--- config.mk ---
export PLATFORM = sky130hd
export DESIGN_NAME = video_timing_rx
export DESIGN_NICKNAME = d
export VERILOG_FILES = /design/src/rtl/video_timing_rx.sv
export SDC_FILE = /design/constraint.sdc
export NUM_CORES = 1
export LEC_CHECK = 0
export ABC_CLOCK_PERIOD_IN_PS = 7700
export CAP_MARGIN = 20
export CORE_UTILIZATION = 30
export CTS_CLUSTER_DIAMETER = 40
export DETAILED_ROUTE_END_ITERATION = 10
export HOLD_SLACK_MARGIN = 0.08
export SKIP_LAST_GASP = 1
export SYNTH_ARGS = -nofsm -noshare
export SYNTH_HDL_FRONTEND = slang
export SYNTH_SLANG_ARGS = --single-unit
export TNS_END_PERCENT = 1
--- constraint.sdc ---
create_clock -name clk -period 7.7 [get_ports clk]
set_input_delay 2.31 -clock clk [delete_from_list [all_inputs] [get_ports clk]]
set_output_delay 2.31 -clock clk [all_outputs]
set_load 0.02 [all_outputs]
--- src/rtl/video_timing_rx.sv ---
// rtl/video_timing_rx.sv - blank/sync timing receiver: counters, measurements, lock tracking
// Optional sync measurements enabled by defining VIDEO_TIMING_RX_SYNC_MEAS_EN.
module video_timing_rx #(
    parameter int W           = 9,
    parameter int LOCK_FRAMES = 2
) (
    input  logic         clk,
    input  logic         reset,
    input  logic         hbl,
    input  logic         hsync,
    input  logic         vbl,
    input  logic         vsync,
    output logic [W-1:0] hc,
    output logic [W-1:0] vc,
    output logic [W-1:0] hactive,
    output logic [W-1:0] htotal,
    output logic [W-1:0] vactive,
    output logic [W-1:0] vtotal,
    output logic         frame_start,
    output logic         locked,
    output logic         err,
    output logic [W-1:0] hs_start,
    output logic [W-1:0] hs_width,
    output logic [W-1:0] vs_start,
    output logic [W-1:0] vs_width
);

    localparam logic [W-1:0] MAX = '1;
    localparam int CW = $clog2(LOCK_FRAMES + 1);

    typedef enum logic [1:0] {SEARCH, VERIFY, LOCKED} state_t;

    state_t        state, state_nxt;
    logic          hbl_q, vbl_q, pending, h_ovf, v_ovf;
    logic          line_start, hbl_rise, vbl_fall, vbl_rise, frame_evt;
    logic [W-1:0]  hc_inc, vc_inc;
    logic [W-1:0]  snap_h, snap_h_nxt, snap_v, snap_v_nxt;
    logic          snap_valid, snap_valid_nxt, err_nxt;
    logic [CW-1:0] cnt, cnt_nxt, cnt_inc;

    assign line_start = hbl_q & ~hbl;
    assign hbl_rise   = ~hbl_q & hbl;
    assign vbl_fall   = vbl_q & ~vbl;
    assign vbl_rise   = ~vbl_q & vbl;
    assign frame_evt  = line_start & (pending | vbl_fall);
    assign hc_inc     = hc + 1'b1;
    assign vc_inc     = vc + 1'b1;
    assign cnt_inc    = cnt + 1'b1;

    // Overflow flags are single-cycle: they re-assert every clock the counter stays pinned.
    always_ff @(posedge clk) begin
        if (reset) begin
            hbl_q       <= 1'b0;
            vbl_q       <= 1'b0;
            pending     <= 1'b0;
            h_ovf       <= 1'b0;
            v_ovf       <= 1'b0;
            hc          <= '0;
            vc          <= '0;
            hactive     <= '0;
            htotal      <= '0;
            vactive     <= '0;
            vtotal      <= '0;
            frame_start <= 1'b0;
        end else begin
            hbl_q       <= hbl;
            vbl_q       <= vbl;
            frame_start <= frame_evt;
            h_ovf       <= 1'b0;
            v_ovf       <= 1'b0;
            if (line_start) begin
                hc     <= '0;
                htotal <= hc_inc;
            end else if (hc == MAX) begin
                h_ovf <= 1'b1;
            end else begin
                hc <= hc_inc;
            end
            if (hbl_rise)
                hactive <= hc_inc;
            if (frame_evt) begin
                vc      <= '0;
                vtotal  <= vc_inc;
                pending <= 1'b0;
            end else begin
                if (line_start) begin
                    if (vc == MAX)
                        v_ovf <= 1'b1;
                    else
                        vc <= vc_inc;
                end
                if (vbl_fall)
                    pending <= 1'b1;
            end
            if (vbl_rise)
                vactive <= vc_inc;
        end
    end

    always_ff @(posedge clk) begin
        if (reset) begin
            state      <= SEARCH;
            snap_h     <= '0;
            snap_v     <= '0;
            snap_valid <= 1'b0;
            cnt        <= '0;
            err        <= 1'b0;
        end else begin
            state      <= state_nxt;
            snap_h     <= snap_h_nxt;
            snap_v     <= snap_v_nxt;
            snap_valid <= snap_valid_nxt;
            cnt        <= cnt_nxt;
            err        <= err_nxt;
        end
    end

    // Snapshots compare the totals being captured this cycle, not the stale registers.
    always_comb begin
        state_nxt      = state;
        snap_h_nxt     = snap_h;
        snap_v_nxt     = snap_v;
        snap_valid_nxt = snap_valid;
        cnt_nxt        = cnt;
        err_nxt        = 1'b0;
        if (h_ovf || v_ovf) begin
            state_nxt = SEARCH;
            err_nxt   = (state == LOCKED);
        end else begin
            case (state)
                SEARCH: begin
                    if (frame_evt) begin
                        state_nxt      = VERIFY;
                        snap_valid_nxt = 1'b0;
                    end
                end
                VERIFY: begin
                    if (frame_evt) begin
                        if (snap_valid && hc_inc == snap_h && vc_inc == snap_v) begin
                            cnt_nxt = cnt_inc;
                            if (cnt_inc == CW'(LOCK_FRAMES))
                                state_nxt = LOCKED;
                        end else begin
                            snap_h_nxt     = hc_inc;
                            snap_v_nxt     = vc_inc;
                            snap_valid_nxt = 1'b1;
                            cnt_nxt        = '0;
                        end
                    end
                end
                LOCKED: begin
                    if (line_start && (hc_inc != snap_h || (frame_evt && vc_inc != snap_v))) begin
                        err_nxt   = 1'b1;
                        state_nxt = SEARCH;
                    end
                end
                default: state_nxt = SEARCH;
            endcase
        end
    end

    always_comb begin
        locked = (state == LOCKED);
    end

`ifdef VIDEO_TIMING_RX_SYNC_MEAS_EN
    logic         hsync_q, vsync_q;
    logic [W-1:0] hs_cnt, vs_cnt;

    always_ff @(posedge clk) begin
        if (reset) begin
            hsync_q  <= 1'b0;
            vsync_q  <= 1'b0;
            hs_cnt   <= '0;
            vs_cnt   <= '0;
            hs_start <= '0;
            hs_width <= '0;
            vs_start <= '0;
            vs_width <= '0;
        end else begin
            hsync_q <= hsync;
            vsync_q <= vsync;
            if (hsync_q && !hsync) begin
                hs_start <= hc_inc;
                hs_cnt   <= {{(W-1){1'b0}}, 1'b1};
            end else if (!hsync_q && !hsync) begin
                hs_cnt <= hs_cnt + 1'b1;
            end
            if (!hsync_q && hsync)
                hs_width <= hs_cnt;
            if (vsync_q && !vsync) begin
                vs_start <= vc_inc;
                vs_cnt   <= {{(W-1){1'b0}}, line_start};
            end else if (!vsync_q && !vsync && line_start) begin
                vs_cnt <= vs_cnt + 1'b1;
            end
            if (!vsync_q && vsync)
                vs_width <= vs_cnt;
        end
    end
`else
    logic sync_unused;
    assign sync_unused = hsync ^ vsync;
    assign hs_start    = '0;
    assign hs_width    = '0;
    assign vs_start    = '0;
    assign vs_width    = '0;
`endif

endmodule
==> metrics.md, run 1 <==
| Metric | Value |
|---|---|
| Type of origin of the critical path | `input port` |
| Post-synth ARST share | `0` |
| Vias in the first global route | `between 3000 and 4000` |
| Comb power frac | `0.090` |
| Detailed-route wire length per cell | `13.9 um` |
| Final Hold Viols | `0` |
| Net Sw Frac | `0.239` |
| Post-synth EDFFs | `0` |
| Sequential Power Share | `0.466` |
| Final WL | `roughly 9500 um` |
| HP Class | `reg2reg` |
| Area leader, netlist | `dfxtp_1` |
| # rows | `42` |
| Setup Fix Bufs, Post-CTS | `0` |
| Root Driver | `clkbuf_16` |
| GR Util All Layers | `0.140` |
| Setup TNS Final | `0 ns` |
| Layout cell share with drive strength beyond 1 | `0.0744` |
| Post-route DRC | `0` |
| Syn_area_per_cell | `8.76 um2` |
| Status | `complete, no violations` |
| CTS Buf Count | `9` |
| Cts repair resizes | `0` |
| CP Data Required Time | `about 8 ns` |
| Cell internal pwr | `743 uW` |
| Sequential fraction of the synthesis area | `0.412` |
| # Max-Cap Violations | `0` |
| # IOs | `99` |
| CP Class | `in2reg` |
| Critical path's slowest cell | `nor2_1` |
| Lkg Pwr | `0.00171 uW` |
| Antenna Cells | `0` |
| Final setup skew | `between 0.004 and 0.005 ns` |
| Cell family with most CP delay | `simple AND/OR/NAND/NOR gates` |
| Max clock buf depth | `2` |
| Placed instance count | `671` |
| CTS tree | `yes` |
| Final Max Slew Viols | `0` |
| Hpwl dp | `6630 um` |
| Worst setup EP type | `flip-flop` |
| Yosys warning total | `0` |
| Clock slew seen by the registers of the worst setup and hold paths | `0.06 ns` |
| Synthesis-stage register bit count | `between 80 and 90` |
| Cell Area, Synth | `0.00408 mm2` |
| Area after DPL | `0.00461 mm2` |
| Hold Buf Count CTS | `0` |
| Skew-Pair Late Insertion Delay | `0.33 ns` |
| CTS sink cnt | `84` |
| GRT overflow | `0` |
| H-tree lvl count | `3` |
| NetSw | `234 uW` |
| Clock power share | `0.444` |
| Pwr dens | `199 mW/mm2` |
| Vias | `3282` |
| RSZ-0062 raised after global routing | `no` |
| Distinct cells, synth | `52` |
| Area Overhead vs Synth | `20.4%` |
| First-pass GRT wire length | `15700 um` |
| Gpl congestion | `0.858` |
| Top-area cell type share of the netlist area | `0.412` |
| Design area | `0.00491 mm2` |
| Ys flop type | `dfxtp_1` |
| Buf/Inv on CP | `1` |
| Final min period | `roughly 4.8 ns` |
| Die width | `about 120 um` |
| Largest net degree at the start of global routing | `59` |
| Nets | `517` |
| CP max stage delay | `0.57 ns` |
| Initial Utilization | `0.308` |
| Drt first pass iters | `4` |
| Core area | `around 0.013 mm2` |
| DRT iter0 DRCs | `200` |
| Critical-path cell list | `clkdlybuf4s50_1 -> nand2b_1 -> nor2_1 -> nand3_1 -> nor2_4 -> a211oi_1` |
| Cells after Synth | `466` |
| Antenna Violating Nets Remaining | `0` |
| Antenna violations before repair | `0` |
| Worst-path maximum fanout | `15` |
| Worst Max-Slew Pin Slew | `1.05 ns` |
| Die ar. | `0.0141 mm2` |
| Tcrit/Tclk final | `0.623` |
| Crit path DAT | `4.98 ns` |
| Final setup violation count | `0` |
| Vias/cell | `4.78` |
| Rel. slew slack | `0.301` |
| Ranking of synthesized cells by area | `dfxtp_1 (41%), buf_4 (7.0%), nor2_1 (5.6%)` |
| Post-Layout Cell Count | `687` |
| Fmax | `208 MHz` |
| I/O Buffers | `60` |
| Die H | `between 100 and 150 um` |
| Worst vdd ir | `0.000119 V` |
==> worst register-to-register path, delay by kind of cell, from the launching register on <==
kind / cells / cell delay, ns
compound gates: 3 / 0.81
flops: 1 / 0.65
fa+ha+maj: 2 / 0.75
simple gates: 5 / 1.85
xor+xnor: 1 / 0.19
==> cell type report <==
class	instances	area [um2]
inverters	7	26.3
clock inverters	4	47.5
repair buffers	61	603
multi-input cells	343	2080
well taps	176	220
flip-flops and latches	84	1680
fillers	1347	8330
clock buffers	12	256
==> power groups by stage <==
stage	Clock (uW)	Combinational [uW]	Sequential (uW)
6_report	433	88.2	455
5_1_grt	461	94.8	456
4_1_cts	442	88.3	455
3_5_place_dp	0	88.0	464
3_3_place_gp	0	86.8	464
2_1_floorplan	0	65.1	471
==> cells in the final DEF (no fill, tap or decap), drive strengths merged, types with 15 or more instances in the layout <==
master and count:
a211oi 33, dfxtp 84, xor2 15, nand3 18, o21ai 18, a21oi 33
nand2 32, clkdlybuf4s50 59, xnor2 23, conb 36, nor2 62
==> cell families after synthesis <==
kind of cell             synth area share
AO/OA/AOI/OAI                       0.166
multiplexers                      0.00981
XOR/XNOR                           0.0892
flip-flops                          0.412
AND/OR/NAND/NOR                     0.196
adder cells (fa/ha/maj)            0.0153
other                            0.000919
buffers and inverters               0.111
==> path summary, 6_finish.rpt <==
path                                     startpoint                     end  slack (ns)  cells after the start
worst max-delay path                            hbl  snap_v[2]$_SDFFE_PP0P_        2.90                      6
worst min-delay path            cnt[1]$_SDFFE_PP0P_     cnt[1]$_SDFFE_PP0P_        0.45                      2
worst max register to register   vc[0]$_SDFFE_PP0P_     cnt[0]$_SDFFE_PP0P_        3.40                     11
worst min register to register  cnt[1]$_SDFFE_PP0P_     cnt[1]$_SDFFE_PP0P_        0.45                      2
==> registers in the layout, indices dropped and copies added (netlist names) <==
name / cells
hactive: 9
vbl_q: 1
v_ovf: 1
snap_h: 9
vc: 9
err: 1
state: 2
hc: 9
cnt: 2
htotal: 9
hbl_q: 1
pending: 1
frame_start: 1
vtotal: 9
vactive: 9
snap_v: 9
snap_valid: 1
h_ovf: 1
==> synthesized netlist by cell type (all sizes together) (2+ instances only) <==
library cell   n
nand2         32
nor3b          2
inv            7
nand2b         6
nand3         18
mux2i          4
o21ai         18
a22o           2
a21o           2
buf           49
clkbuf        18
a2111oi        2
dfxtp         84
nor2          62
xnor2         23
and3           4
or3            4
nand4          6
nor4           2
and4           4
or2            2
nor2b          8
nor3           8
a211oi        33
xor2          15
a31oi          2
a21oi         33
ha             5
==> per-layer routing <==
layer	vias up	part of all wire	global-route usage
met3	7	0.049	0.0381
met4	0	0.0053	0.0277
met1	1558	0.46	0.178
met5	-	0	0
li1	1611	-	-
met2	106	0.48	0.236
==> through the flow <==
stage	utilization	worst slack (ns)	hold WS (ns)	total power [uW]
final	0.371	2.90	0.454	976
after global routing	0.371	2.62	0.480	1010
after CTS	0.371	2.96	0.457	985
after detailed placement	0.348	2.60	0.450	552
after global placement	0.348	2.72	0.438	551
after floorplan	-	3.77	0.432	536
Note: power is estimated with default switching activity, not from simulation.
==> run 2: changes to the inputs <==
--- a/config.mk
+++ b/config.mk
@@ -5,7 +5,7 @@
 export SDC_FILE = /design/constraint.sdc
 export NUM_CORES = 1
 export LEC_CHECK = 0
-export ABC_CLOCK_PERIOD_IN_PS = 7700
+export ABC_CLOCK_PERIOD_IN_PS = 4600
 export CAP_MARGIN = 20
 export CORE_UTILIZATION = 30
 export CTS_CLUSTER_DIAMETER = 40
==> constraint.sdc (replaced) <==
create_clock -name clk -period 4.6 [get_ports clk]
set_input_delay 1.38 -clock clk [delete_from_list [all_inputs] [get_ports clk]]
set_output_delay 1.38 -clock clk [all_outputs]
set_load 0.02 [all_outputs]
==> run 2 against run 1 <==
- worst setup slack got worse by 2.1 ns
- worst hold slack improved by 0.0019 ns
- sequential power increased by 67%
- core utilization increased by 0.41 points
- clock-buffer cell count decreased by 1
- clock skew increased by 0.0039 ns
==> metrics.md, run 2 (synthesis gave the netlist of run 1 again) <==
| Metric | Value |
|---|---|
| Area Overhead vs Synth | `21.7% (was 20.4%)` |
| Critical path's slowest cell | `dfxtp_1 (was nor2_1)` |
| # Max-Cap Violations | `0 (unchanged)` |
| Final min period | `3.84 ns` |
| Largest net degree at the start of global routing | `33 (was 59)` |
| Type of origin of the critical path | `flip-flop (was input port)` |
| Root Driver | `clkbuf_16 (unchanged)` |
| Detailed-route wire length per cell | `13.8 um (was 13.9 um)` |
| Initial Utilization | `0.308 (unchanged)` |
| Final setup violation count | `0 (unchanged)` |
| Hold Buf Count CTS | `0 (unchanged)` |
| Cell family with most CP delay | `compound AO/OA/AOI/OAI gates (was simple AND/OR/NAND/NOR gates)` |
| Vias | `3237 (was 3282)` |
| Fmax | `around 260 MHz` |
| Die width | `119 um (unchanged)` |
| GR Util All Layers | `0.140 (about the same)` |
| Lkg Pwr | `0.00174 uW (was 0.00171 uW)` |
| HP Class | `reg2reg (unchanged)` |
| Cts repair resizes | `0 (unchanged)` |
| Rel. slew slack | `0.291 (was 0.301)` |
| # IOs | `99 (unchanged)` |
| Clock slew seen by the registers of the worst setup and hold paths | `0.06 ns (about the same)` |
| Setup TNS Final | `0 ns (unchanged)` |
| Crit path DAT | `4.04 ns (was 4.98 ns)` |
| Core area | `0.0132 mm2 (unchanged)` |
| RSZ-0062 raised after global routing | `no (unchanged)` |
| GRT overflow | `0 (unchanged)` |
| Worst setup EP type | `flip-flop (unchanged)` |
| Grt peak-use layer | `met2 (unchanged)` |
| I/O Buffers | `60 (unchanged)` |
| Antenna Violating Nets Remaining | `0 (unchanged)` |
| CTS sink cnt | `84 (unchanged)` |
| Die H | `119 um (unchanged)` |
| Final WL | `9560 um (was 9540 um)` |
| DRT iter0 DRCs | `177 (was 200)` |
| Tcrit/Tclk final | `0.834` |
| Buf/Inv on CP | `1 (unchanged)` |
| Commonest non-fill, non-tap cell in the layout | `dfxtp_1 (unchanged)` |
| Worst Max-Slew Pin Slew | `1.06 ns (was 1.05 ns)` |
| Skew-Pair Late Insertion Delay | `0.34 ns (was 0.33 ns)` |
| Antenna violations before repair | `0 (unchanged)` |
| Gpl congestion | `0.850 (was 0.858)` |
| # rows | `42 (unchanged)` |
| Most frequent cells in the layout | `dfxtp_1 (84), nor2_1 (61), clkdlybuf4s50_1 (59) (unchanged)` |
| Setup Fix Bufs, Post-CTS | `0 (unchanged)` |
| CTS tree | `yes (unchanged)` |
| Vias/cell | `4.69 (was 4.78)` |
| Reg2reg setup slack | `0.76 ns (was 3.40 ns)` |
| Status | `complete, no violations (unchanged)` |
| CP Class | `reg2reg (was in2reg)` |
| Final Hold Viols | `0 (unchanged)` |
| Placement Setup Slack | `0.735 ns (was 2.60 ns)` |
| Critical-path cell list | `ha_1 -> nand2_1 -> nor2_1 -> ha_1 -> xnor2_1 -> nand4_1 -> a2111oi_2 -> o2111a_2 -> nand4_1 -> buf_4 -> a21oi_1 -> a211oi_2 (was clkdlybuf4s50_1 -> nand2b_1 -> nor2_1 -> nand3_1 -> nor2_4 -> a211oi_1)` |
| Vias in the first global route | `3061 (was 3074)` |
| Layout cell share with drive strength beyond 1 | `0.0817 (was 0.0744)` |
| Drt first pass iters | `4 (unchanged)` |
| Final setup skew | `0.00886 ns (was 0.00497 ns)` |
| Hpwl dp | `6710 um (was 6630 um)` |
| CP max stage delay | `0.64 ns (was 0.57 ns)` |
| Pwr dens | `345 mW/mm2 (was 199 mW/mm2)` |
| First-pass GRT wire length | `15600 um (was 15700 um)` |
| Worst-path maximum fanout | `12 (was 15)` |
| Die ar. | `0.0141 mm2 (unchanged)` |
| Met3 usage | `0.0347 (was 0.0381)` |
| Grt met2 use | `0.241 (was 0.236)` |
| Antenna Cells | `0 (unchanged)` |
| Final Max Slew Viols | `0 (unchanged)` |
| CTS Buf Count | `9 (unchanged)` |
| Final WS setup | `0.763 ns (was 2.90 ns)` |
| Nets | `520 (was 517)` |
| CP Data Required Time | `4.81 ns (was 7.88 ns)` |
| H-tree lvl count | `3 (unchanged)` |
| M1 GR Usage | `0.173 (was 0.178)` |
| Post-route DRC | `0 (unchanged)` |
| Worst vdd ir | `0.000199 V (was 0.000119 V)` |
| Max clock buf depth | `2 (unchanged)` |
[run 2: cell count changes in the layout (fill, tap and decap cells not counted)]
cell / previous run / this run
bufinv_16: 1 / 2
clkinv_4: 0 / 1
clkinvlp_4: 1 / 0
clkinv_2: 2 / 1
inv_6: 0 / 1
buf_4: 1 / 4
clkbuf_1: 1 / 0
[run 2: where the power goes]
part / switching, uW / total (uW) / internal, uW / leakage, uW
Sequential: 13.4 / 758 / 745 / 0.000682
Combinational: 101 / 152 / 51.3 / 0.000893
Clock: 295 / 802 / 507 / 0.000166
Total: 409 / 1710 / 1300 / 0.00174
[run 2: layout make-up]
class	instances	area, um2
fill	1358	8280
multi-input combinational	343	2080
sequential	84	1680
timing repair buffer	64	626
clock buffer	11	253
tap	176	220
clock inverter	5	82.6
inverter	7	26.3
[run 2: worst paths after layout]
kind | start | endpoint | depth (start not counted)
setup reg to reg | vc[0]$_SDFFE_PP0P_ | snap_v[6]$_SDFFE_PP0P_ | 12
hold reg to reg | vtotal[0]$_SDFFE_PP0P_ | vtotal[0]$_SDFFE_PP0P_ | 2
setup / recovery | vc[0]$_SDFFE_PP0P_ | snap_v[6]$_SDFFE_PP0P_ | 12
hold / removal | vtotal[0]$_SDFFE_PP0P_ | vtotal[0]$_SDFFE_PP0P_ | 2
[run 2: per-layer routing]
metal,vias to the layer above,share of wire
met3,11,0.042
met2,90,0.48
li1,1614,-
met5,-,0
met4,0,0.012
met1,1522,0.46
[run 2: metrics by stage]
step / total power (uW) / utilization / cell area, um2 / std cells / hold slack (ns)
global route: 1770 / 0.375 / 4970 / 690 / 0.485
floorplan: 898 / - / 4210 / 501 / 0.432
CTS: 1730 / 0.375 / 4970 / 690 / 0.464
detailed placement: 926 / 0.350 / 4630 / 674 / 0.450
finish: 1710 / 0.375 / 4970 / 690 / 0.456
global placement: 924 / 0.350 / 4630 / 674 / 0.439
[run 2: tightest hold or removal path, cell delays in order, from the launching register on]
cell	delay [ns]
dfxtp_1	0.32
nand2_1	0.05
o21ai_0	0.05
==> run 3: changes to the inputs <==
--- a/config.mk
+++ b/config.mk
@@ -5,7 +5,7 @@
 export SDC_FILE = /design/constraint.sdc
 export NUM_CORES = 1
 export LEC_CHECK = 0
-export ABC_CLOCK_PERIOD_IN_PS = 4600
+export ABC_CLOCK_PERIOD_IN_PS = 3700
 export CAP_MARGIN = 20
 export CORE_UTILIZATION = 30
 export CTS_CLUSTER_DIAMETER = 40
==> constraint.sdc (replaced) <==
create_clock -name clk -period 3.7 [get_ports clk]
set_input_delay 1.11 -clock clk [delete_from_list [all_inputs] [get_ports clk]]
set_output_delay 1.11 -clock clk [all_outputs]
set_load 0.02 [all_outputs]
==> run 3 against run 2 <==
- routed wire length is 0.14% higher
- sequential cell count unchanged
- fmax rose by 17%
- register-to-register slack worse by 0.33 ns
- die area stayed put
- clock power is 0.7% higher
==> metrics.md, run 3 (synthesis gave the netlist of run 1 again) <==
| Metric | Value |
|---|---|
| # Max-Cap Violations | `0 (unchanged)` |
| # IOs | `99 (unchanged)` |
| Final setup violation count | `0 (unchanged)` |
| H-tree lvl count | `3 (unchanged)` |
| Worst r2r src | `vc[1]$_SDFFE_PP0P_ (was vc[0]$_SDFFE_PP0P_)` |
| First-pass GRT wire length | `15700 um (was 15600 um)` |
| Vias in the first global route | `3093 (was 3061)` |
| Final min period | `3.27 ns (was 3.84 ns)` |
| Root Driver | `clkbuf_16 (unchanged)` |
| Worst setup EP type | `flip-flop (unchanged)` |
| Cell mode on critical path | `ha_1` |
| Reg2reg setup slack | `0.43 ns (was 0.76 ns)` |
| Type of origin of the critical path | `flip-flop (unchanged)` |
| GRT overflow | `0 (unchanged)` |
| Crit path DAT | `3.52 ns (was 4.04 ns)` |
| Worst hold start | `vtotal[0]$_SDFFE_PP0P_ (unchanged)` |
| Hpwl dp | `6730 um (was 6710 um)` |
| Area of the multi-input gates | `0.00208 mm2 (unchanged)` |
| Cts repair resizes | `0 (unchanged)` |
| Final Max Slew Viols | `0 (unchanged)` |
| # rows | `42 (unchanged)` |
| Status | `complete, no violations (unchanged)` |
| Antenna violations before repair | `0 (unchanged)` |
| GR Util All Layers | `0.141 (was 0.140)` |
| Commonest non-fill, non-tap cell in the layout | `dfxtp_1 (unchanged)` |
| Rel. slew slack | `0.487 (was 0.291)` |
| Fmax | `306 MHz (was 261 MHz)` |
| DRT iter0 DRCs | `193 (was 177)` |
| Worst Max-Slew Pin Slew | `0.767 ns (was 1.06 ns)` |
| Drt first pass iters | `4 (unchanged)` |
| Setup TNS Final | `0 ns (unchanged)` |
| CTS Buf Count | `9 (unchanged)` |
| Layout cell share with drive strength beyond 1 | `0.0865 (was 0.0817)` |
| CP Data Required Time | `3.95 ns (was 4.81 ns)` |
| RSZ-0062 raised after global routing | `no (unchanged)` |
| I/O Buffers | `60 (unchanged)` |
| Tcrit/Tclk final | `0.884 (was 0.834)` |
| Die H | `119 um (unchanged)` |
| Hold depth | `2 (unchanged)` |
| Gpl congestion | `0.829 (was 0.850)` |
| Worst Reg-to-Reg Cells | `11 (was 12)` |
| Clock slew seen by the registers of the worst setup and hold paths | `0.06 ns (about the same)` |
| Setup Fix Bufs, Post-CTS | `0 (unchanged)` |
| CTS tree | `yes (unchanged)` |
| Hold EP | `vtotal[0]$_SDFFE_PP0P_ (unchanged)` |
| Die ar. | `0.0141 mm2 (unchanged)` |
| Reg area | `0.00168 mm2 (unchanged)` |
| Die width | `119 um (unchanged)` |
| HP Class | `reg2reg (unchanged)` |
| Lkg Pwr | `0.00173 uW (was 0.00174 uW)` |
| Antenna Cells | `0 (unchanged)` |
| Critical-path cell list | `ha_1 -> nand2_1 -> nor2_1 -> ha_1 -> xnor2_1 -> nand4_1 -> a2111oi_2 -> o2111a_2 -> and4_1 -> nor2_4 -> a211oi_1 (was ha_1 -> nand2_1 -> nor2_1 -> ha_1 -> xnor2_1 -> nand4_1 -> a2111oi_2 -> o2111a_2 -> nand4_1 -> buf_4 -> a21oi_1 -> a211oi_2)` |
| Final WL | `9570 um (was 9560 um)` |
| Hold Buf Count CTS | `0 (unchanged)` |
| Pwr dens | `393 mW/mm2 (was 345 mW/mm2)` |
| Final Hold Viols | `0 (unchanged)` |
| Worst-path maximum fanout | `13 (was 12)` |
| Antenna Violating Nets Remaining | `0 (unchanged)` |
| Nets | `526 (was 520)` |
| Most frequent cells in the layout | `dfxtp_1 (84), nor2_1 (61), clkdlybuf4s50_1 (59) (unchanged)` |
| Placement Setup Slack | `0.417 ns (was 0.735 ns)` |
| Final setup skew | `0.00732 ns (was 0.00886 ns)` |
| Vias | `3253 (was 3237)` |
| CP max stage delay | `0.45 ns (was 0.64 ns)` |
| Detailed-route wire length per cell | `13.7 um (was 13.8 um)` |
| Initial Utilization | `0.308 (unchanged)` |
| Worst vdd ir | `0.000246 V (was 0.000199 V)` |
| Post-route DRC | `0 (unchanged)` |
| Final WS setup | `0.430 ns (was 0.763 ns)` |
| CTS sink cnt | `84 (unchanged)` |
| Largest net degree at the start of global routing | `40 (was 33)` |
| Critical path's slowest cell | `dfxtp_1 (unchanged)` |
| Skew-Pair Late Insertion Delay | `0.34 ns (about the same)` |
| Vias/cell | `4.67 (was 4.69)` |
| Worst flop-to-flop path endpoint | `snap_v[2]$_SDFFE_PP0P_ (was snap_v[6]$_SDFFE_PP0P_)` |
| Utilization after layout | `0.373 (was 0.375)` |
| Max clock buf depth | `2 (unchanged)` |
| CP Class | `reg2reg (unchanged)` |
| Area Overhead vs Synth | `21.0% (was 21.7%)` |
| Fillcell total | `1365 (was 1358)` |
| Core area | `0.0132 mm2 (unchanged)` |
-- run 3: changes by cell type in the layout (fill, tap and decap cells not counted) --
cell	before	now
clkinv_2	1	2
buf_4	4	10
inv_6	1	0
clkbuf_8	2	0
clkbuf_1	0	3
bufinv_16	2	0
clkinvlp_4	0	1
-- run 3: final cells by class --
| type | count | area share |
|---|---|---|
| clock buffers | 12 | 0.0479 |
| repair buffers | 70 | 0.136 |
| well taps | 176 | 0.0446 |
| flip-flops and latches | 84 | 0.341 |
| clock inverters | 4 | 0.00532 |
| multi-input cells | 343 | 0.421 |
| inverters | 7 | 0.00532 |
-- run 3: worst max-delay path, delay by kind of cell, from the launching register on --
kind | cells | cell delay (ns)
simple gates | 5 | 0.94
xor+xnor | 1 | 0.18
fa+ha+maj | 2 | 0.68
flops | 1 | 0.45
compound gates | 3 | 0.92
-- run 3: per-stage QoR --
step / instance area, um2 / hold slack (ns) / total power, uW / cells
6_report: 4940 / 0.455 / 1940 / 696
5_1_grt: 4940 / 0.484 / 2020 / 696
4_1_cts: 4940 / 0.461 / 1970 / 696
3_5_place_dp: 4680 / 0.448 / 1160 / 680
3_3_place_gp: 4680 / 0.437 / 1150 / 680
2_1_floorplan: 4210 / 0.432 / 1120 / 501
-- run 3: how the worst max path moves through the flow --
stage / start / to / slack [ns] / cells after the start
CTS: vc[1]$_SDFFE_PP0P_ / snap_v[2]$_SDFFE_PP0P_ / 0.41 / 11
detailed placement: hbl / snap_v[2]$_SDFFE_PP0P_ / 0.42 / 7
global route: vc[1]$_SDFFE_PP0P_ / snap_v[3]$_SDFFE_PP0P_ / 0.21 / 11
finish: vc[1]$_SDFFE_PP0P_ / snap_v[2]$_SDFFE_PP0P_ / 0.43 / 11
floorplan: vc[4]$_SDFFE_PP0P_ / snap_h[3]$_SDFFE_PP0P_ / 0.74 / 14
global placement: vc[1]$_SDFFE_PP0P_ / snap_h[2]$_SDFFE_PP0P_ / 0.47 / 12
-- run 3: report_power, final --
group,internal (uW),leakage [uW],switching (uW),total (uW)
Sequential,926,0.000682,15.0,941
Clock,454,0.000127,354,808
Combinational,66.0,0.000924,128,194
Total,1450,0.00173,497,1940
-- run 3: layer usage --
| metal | up-vias | part of all wire | global-route usage | routed length (um) |
|---|---|---|---|---|
| met4 | 0 | 0.019 | 0.0506 | 185 |
| met2 | 101 | 0.48 | 0.238 | 4550 |
| met3 | 14 | 0.046 | 0.0372 | 436 |
| met5 | - | 0 | 0 | 0 |
| li1 | 1627 | - | - | - |
| met1 | 1511 | 0.46 | 0.172 | 4390 |
